## config.mk

```make
export PLATFORM = sky130hd
export DESIGN_NAME = shift_issue_stage
export DESIGN_NICKNAME = d
export VERILOG_FILES = /design/src/rtl/shift_issue_stage.sv
export SDC_FILE = /design/constraint.sdc
export NUM_CORES = 1
export LEC_CHECK = 0
export ABC_AREA = 1
export CORE_MARGIN = 2
export CORE_UTILIZATION = 25
export DETAILED_ROUTE_END_ITERATION = 10
export DONT_BUFFER_PORTS = 1
export GPL_TIMING_DRIVEN = 0
export PLACE_DENSITY = 0.42
export SKIP_CTS_REPAIR_TIMING = 1
export SKIP_LAST_GASP = 1
export SYNTH_ARGS = -nofsm -noshare
export SYNTH_HDL_FRONTEND = slang
export SYNTH_SLANG_ARGS = --single-unit
```

## constraint.sdc

```tcl
create_clock -name clk -period 1.54 [get_ports clk]
set_input_delay 0.462 -clock clk [delete_from_list [all_inputs] [get_ports clk]]
set_output_delay 0.462 -clock clk [all_outputs]
set_load 0.02 [all_outputs]
```

## src/rtl/shift_issue_stage.sv

```systemverilog
`default_nettype none
// ----------------------------------------------------------------------------
// shift_issue_stage : decode MIPS R-type shifts, drive barrel_shifter, capture
// Revision: 1.0
// ----------------------------------------------------------------------------
module shift_issue_stage #(
  parameter int n = 31
) (
  input  logic         clk,
  input  logic         rst_n,
  input  logic         in_valid,
  output logic         in_ready,
  input  logic [31:0]  instr,
  input  logic [n:0]   rs_val,
  input  logic [n:0]   rt_val,
  output logic [n:0]   sh_in,
  output logic [4:0]   sh_sl,
  output logic         sh_left_or_right,
  output logic         sh_logic,
  output logic         sh_rotate,
  output logic         sh_arith,
  input  logic [n:0]   sh_out,
  output logic         out_valid,
  input  logic         out_ready,
  output logic [n:0]   out_data,
  output logic [4:0]   out_rd,
  output logic         out_wr_en,
  output logic         out_err
);

  localparam logic [5:0] c_f_sll  = 6'b000000;
  localparam logic [5:0] c_f_srl  = 6'b000010;
  localparam logic [5:0] c_f_sra  = 6'b000011;
  localparam logic [5:0] c_f_sllv = 6'b000100;
  localparam logic [5:0] c_f_srlv = 6'b000110;
  localparam logic [5:0] c_f_srav = 6'b000111;

  logic       w_legal;
  logic       w_right;
  logic       w_logic;
  logic       w_rotate;
  logic       w_arith;
  logic [4:0] w_sl;
  logic       w_s2_accept;
  logic       w_in_fire;
  logic       w_s1_fire;
  logic       w_unused;

  logic       r_s1_valid;
  logic [4:0] r_s1_rd;
  logic       r_s1_err;

  // rt field and the upper bits of rs are not needed by a shift decode
  assign w_unused = ^{instr[20:16], rs_val[n:5]};

  assign w_s2_accept = !out_valid || out_ready;
  assign in_ready    = !r_s1_valid || w_s2_accept;
  assign w_in_fire   = in_valid && in_ready;
  assign w_s1_fire   = r_s1_valid && w_s2_accept;

  // Illegal words leave every control at zero so the shifter sees no select
  always_comb begin
    w_legal  = 1'b0;
    w_right  = 1'b0;
    w_logic  = 1'b0;
    w_rotate = 1'b0;
    w_arith  = 1'b0;
    w_sl     = 5'd0;
    if (instr[31:26] == 6'd0) begin
      unique case (instr[5:0])
        c_f_sll: if (instr[25:21] == 5'd0) begin
          w_legal = 1'b1;
          w_logic = 1'b1;
          w_sl    = instr[10:6];
        end
        c_f_srl: if (instr[25:22] == 4'd0) begin
          w_legal  = 1'b1;
          w_right  = 1'b1;
          w_rotate = instr[21];
          w_logic  = !instr[21];
          w_sl     = instr[10:6];
        end
        c_f_sra: if (instr[25:21] == 5'd0) begin
          w_legal = 1'b1;
          w_right = 1'b1;
          w_arith = 1'b1;
          w_sl    = instr[10:6];
        end
        c_f_sllv: if (instr[10:6] == 5'd0) begin
          w_legal = 1'b1;
          w_logic = 1'b1;
          w_sl    = rs_val[4:0];
        end
        c_f_srlv: if (instr[10:7] == 4'd0) begin
          w_legal  = 1'b1;
          w_right  = 1'b1;
          w_rotate = instr[6];
          w_logic  = !instr[6];
          w_sl     = rs_val[4:0];
        end
        c_f_srav: if (instr[10:6] == 5'd0) begin
          w_legal = 1'b1;
          w_right = 1'b1;
          w_arith = 1'b1;
          w_sl    = rs_val[4:0];
        end
        default: w_legal = 1'b0;
      endcase
    end
  end

  // S1: shifter controls, cleared whenever the stage drains empty
  always_ff @(posedge clk) begin
    if (!rst_n) begin
      r_s1_valid       <= 1'b0;
      r_s1_rd          <= 5'd0;
      r_s1_err         <= 1'b0;
      sh_in            <= '0;
      sh_sl            <= 5'd0;
      sh_left_or_right <= 1'b0;
      sh_logic         <= 1'b0;
      sh_rotate        <= 1'b0;
      sh_arith         <= 1'b0;
    end else if (w_in_fire) begin
      r_s1_valid       <= 1'b1;
      r_s1_rd          <= instr[15:11];
      r_s1_err         <= !w_legal;
      sh_in            <= w_legal ? rt_val : '0;
      sh_sl            <= w_sl;
      sh_left_or_right <= w_right;
      sh_logic         <= w_logic;
      sh_rotate        <= w_rotate;
      sh_arith         <= w_arith;
    end else if (w_s1_fire) begin
      r_s1_valid       <= 1'b0;
      r_s1_rd          <= 5'd0;
      r_s1_err         <= 1'b0;
      sh_in            <= '0;
      sh_sl            <= 5'd0;
      sh_left_or_right <= 1'b0;
      sh_logic         <= 1'b0;
      sh_rotate        <= 1'b0;
      sh_arith         <= 1'b0;
    end
  end

  // S2: sh_out is sampled only on the load edge, so stalls hold the result
  always_ff @(posedge clk) begin
    if (!rst_n) begin
      out_valid <= 1'b0;
      out_data  <= '0;
      out_rd    <= 5'd0;
      out_wr_en <= 1'b0;
      out_err   <= 1'b0;
    end else if (w_s1_fire) begin
      out_valid <= 1'b1;
      out_data  <= r_s1_err ? '0 : sh_out;
      out_rd    <= r_s1_rd;
      out_err   <= r_s1_err;
      out_wr_en <= !r_s1_err && (r_s1_rd != 5'd0);
    end else if (out_ready) begin
      out_valid <= 1'b0;
    end
  end

endmodule
`default_nettype wire

```

==> flow_summary.json <==
{
  "reg2reg_slack_ns": 0.09,
  "insertion_delay_ns": 0.34,
  "synth_warnings": 0,
  "nets": 647,
  "antenna_cells": 0,
  "cts_made_buffers": 9,
  "wl_per_cell_microns": 15.6,
  "hold_slack_ns": 0.256,
  "rsz0062_at_grt": "true",
  "max-slew-margin-rel_pct": 61.6,
  "synth_fp_nets": 636,
  "initial_core_util_pct": 25.5,
  "worstPathArrival_ns": 1.71,
  "switching_power_w": 0.00121,
  "htreeDepth": 3,
  "worstMarginPinSlew_ns": 0.576,
  "worst_slack_ns": 0.0943,
  "min_path_cells": 2,
  "cts_tree": "done",
  "fp.dieW_microns": 125,
  "p_seq_share_pct": 51.4,
  "cap_violations": 0,
  "grt_first_pass_wirelength_microns": 16800,
  "finalCritPeriodShare_pct": 93.9,
  "drc": 0,
  "setup_tns_ns": 0,
  "drv_slew": 0,
  "grt_pass1_vias": 3271,
  "drt-vias-per-instance": 4.70,
  "fin_worst_skew_ns": 0.00743,
  "p_leak_nw": 1.54,
  "overflow": 0,
  "syn_area_per_cell_sq_um": 7.31,
  "hpwl_microns": 8190,
  "utilization_pct": 29.3,
  "cts.sinks": 88,
  "internal_power_w": 0.00353,
  "gp_congestion": 0.758,
  "hold_class": "in2reg",
  "synth_cells": 504,
  "status": "finished, final reports clean",
  "drive_gt1_share_pct": 10.2,
  "row_count": 44,
  "path_class": "reg2reg",
  "pre_cts_slack_ns": -0.487,
  "cp.required_ns": 1.81,
  "endpoint_kind": "flip-flop",
  "final_cells": 703,
  "synth_cell_types": 22,
  "cp_max_fo": 10,
  "cellPowerDensity_nw_per_um2": 1120,
  "clkTransAtPathRegs_ns": 0.07,
  "clockRootBuffer": "clkbuf_16",
  "ir_drop_uv": 474,
  "hold_viol": 0,
  "vias": 3304,
  "ant_nets": 0,
  "switching_share_pct": 25.6,
  "first_iter_violations": 171,
  "globalRouteTotalUtil_pct": 13.6,
  "seq_area_frac_synth_pct": 47.8,
  "ys_seq_elements": 88,
  "first_pass_iters": 4,
  "grt_start_max_net_pins": 14,
  "pwr-share-clk_pct": 41.6,
  "clock_path_buffers": 2,
  "wirelength_microns": 11000,
  "dieArea_sq_um": 15700,
  "syn_to_final_growth_pct": 14.9,
  "boundaryPins": 214,
  "rr_worst_depth": 7,
  "dieHeight_microns": 125,
  "antenna_found_initial": 0,
  "pwr-share-comb_pct": 7.0,
  "fmax_mhz": 692,
  "setup_viol": 0,
  "crit_path_start_kind": "flip-flop",
  "post-route-min-period_ns": 1.45,
  "syn_area_sq_um": 3690,
  "core_sq_um": 14500,
  "dpl.cell_count": 688,
  "io_buffer_count": 0
}
[kinds of logic after synthesis]
family | count (synthesis) | synth area share (%)
buffers and inverters | 49 | 6.25
DFF | 88 | 47.8
and+or+nand+nor | 270 | 32.5
AOI/OAI and AO/OA | 97 | 13.4
[registers in the layout, indices dropped and copies added (netlist names)]
| name | cells |
|---|---|
| sh_arith | 1 |
| out_wr_en | 1 |
| sh_rotate | 1 |
| sh_sl | 5 |
| out_data | 32 |
| sh_in | 32 |
| r_s1_valid | 1 |
| r_s1_rd | 5 |
| out_rd | 5 |
| sh_logic | 1 |
| out_valid | 1 |
| r_s1_err | 1 |
| sh_left_or_right | 1 |
| out_err | 1 |
[cells in the final DEF (no fill, tap or decap), drive strengths merged]
cell type,netlist,routed
nand3b,32,32
buf,18,19
nand4,4,4
nor2,25,25
o21ai,8,8
clkbuf,13,23
clkinvlp,0,1
a21oi,88,88
clkinv,0,3
nand2,194,194
inv,18,18
nand3,13,13
dfxtp,88,88
nor3,2,2
o31ai,1,1
[per-stage QoR]
stage | total power (W) | area [sq um]
floorplan | 0.00271 | 3690
finish | 0.00474 | 4240
CTS | 0.00482 | 4170
global placement | 0.00281 | 3920
global route | 0.00498 | 4240
detailed placement | 0.00281 | 3920
[worst max-delay path: stages (launching register included)]
cell      delay (ns)
dfxtp_4         0.38
nand3_2         0.17
nand2_1         0.09
inv_2           0.14
buf_4           0.20
nand2_1         0.10
nand3b_1        0.17
a21oi_1         0.13
[power groups by stage]
stage          registers, W  clock network [W]  logic, W
2_1_floorplan       0.00247                  0  0.000238
6_report            0.00244            0.00197  0.000333
3_3_place_gp        0.00249                  0  0.000317
4_1_cts             0.00244            0.00206  0.000325
5_1_grt             0.00245            0.00215  0.000384
3_5_place_dp        0.00249                  0  0.000324
[cell type report]
cell class                      count  area, sq um
Fill cell                        1586        10200
Sequential cell                    88         1770
Multi-Input combinational cell    367         1720
Clock buffer                       11          233
Tap cell                          184          230
Buffer                             31          201
Inverter                           18         67.6
Clock inverter                      4         22.5
[routing by layer]
metal | part of all wire [%] | vias up | GRT usage (%) | routed length, microns
li1 | - | 1664 | - | -
met1 | 41 | 1484 | 15.4 | 4550
met2 | 46 | 139 | 22.4 | 5080
met3 | 11 | 17 | 6.76 | 1190
met4 | 1.4 | 0 | 4.38 | 159
met5 | 0 | - | 0 | 0
[final timing paths]
kind         startpoint          to
max           out_valid   sh_in[21]
min               rst_n   out_rd[1]
max reg2reg   out_valid   sh_in[21]
min reg2reg  r_s1_rd[2]  r_s1_rd[2]
[synthesized netlist by cell type]
cell type    n  area (sq um)
o21ai_1      1          5.00
clkbuf_1    13          48.8
buf_6        4          45.0
nor2_2       5          31.3
o21ai_0      7          35.0
nor3_1       1          5.00
a21oi_2      2          17.5
nor2_1      20          75.1
a21oi_1     86           430
buf_2       13          65.1
nand4_1      4          25.0
buf_1        1          3.75
nand3_1     12          60.1
nand3_2      1          10.0
dfxtp_1     88          1760
inv_2        3          11.3
o31ai_1      1          7.51
nand2_1    193           724
nand3b_1    32           240
nor3_4       1          16.3
inv_1       15          56.3
nand2_4      1          11.3
(Power assumes the default switching activity.)
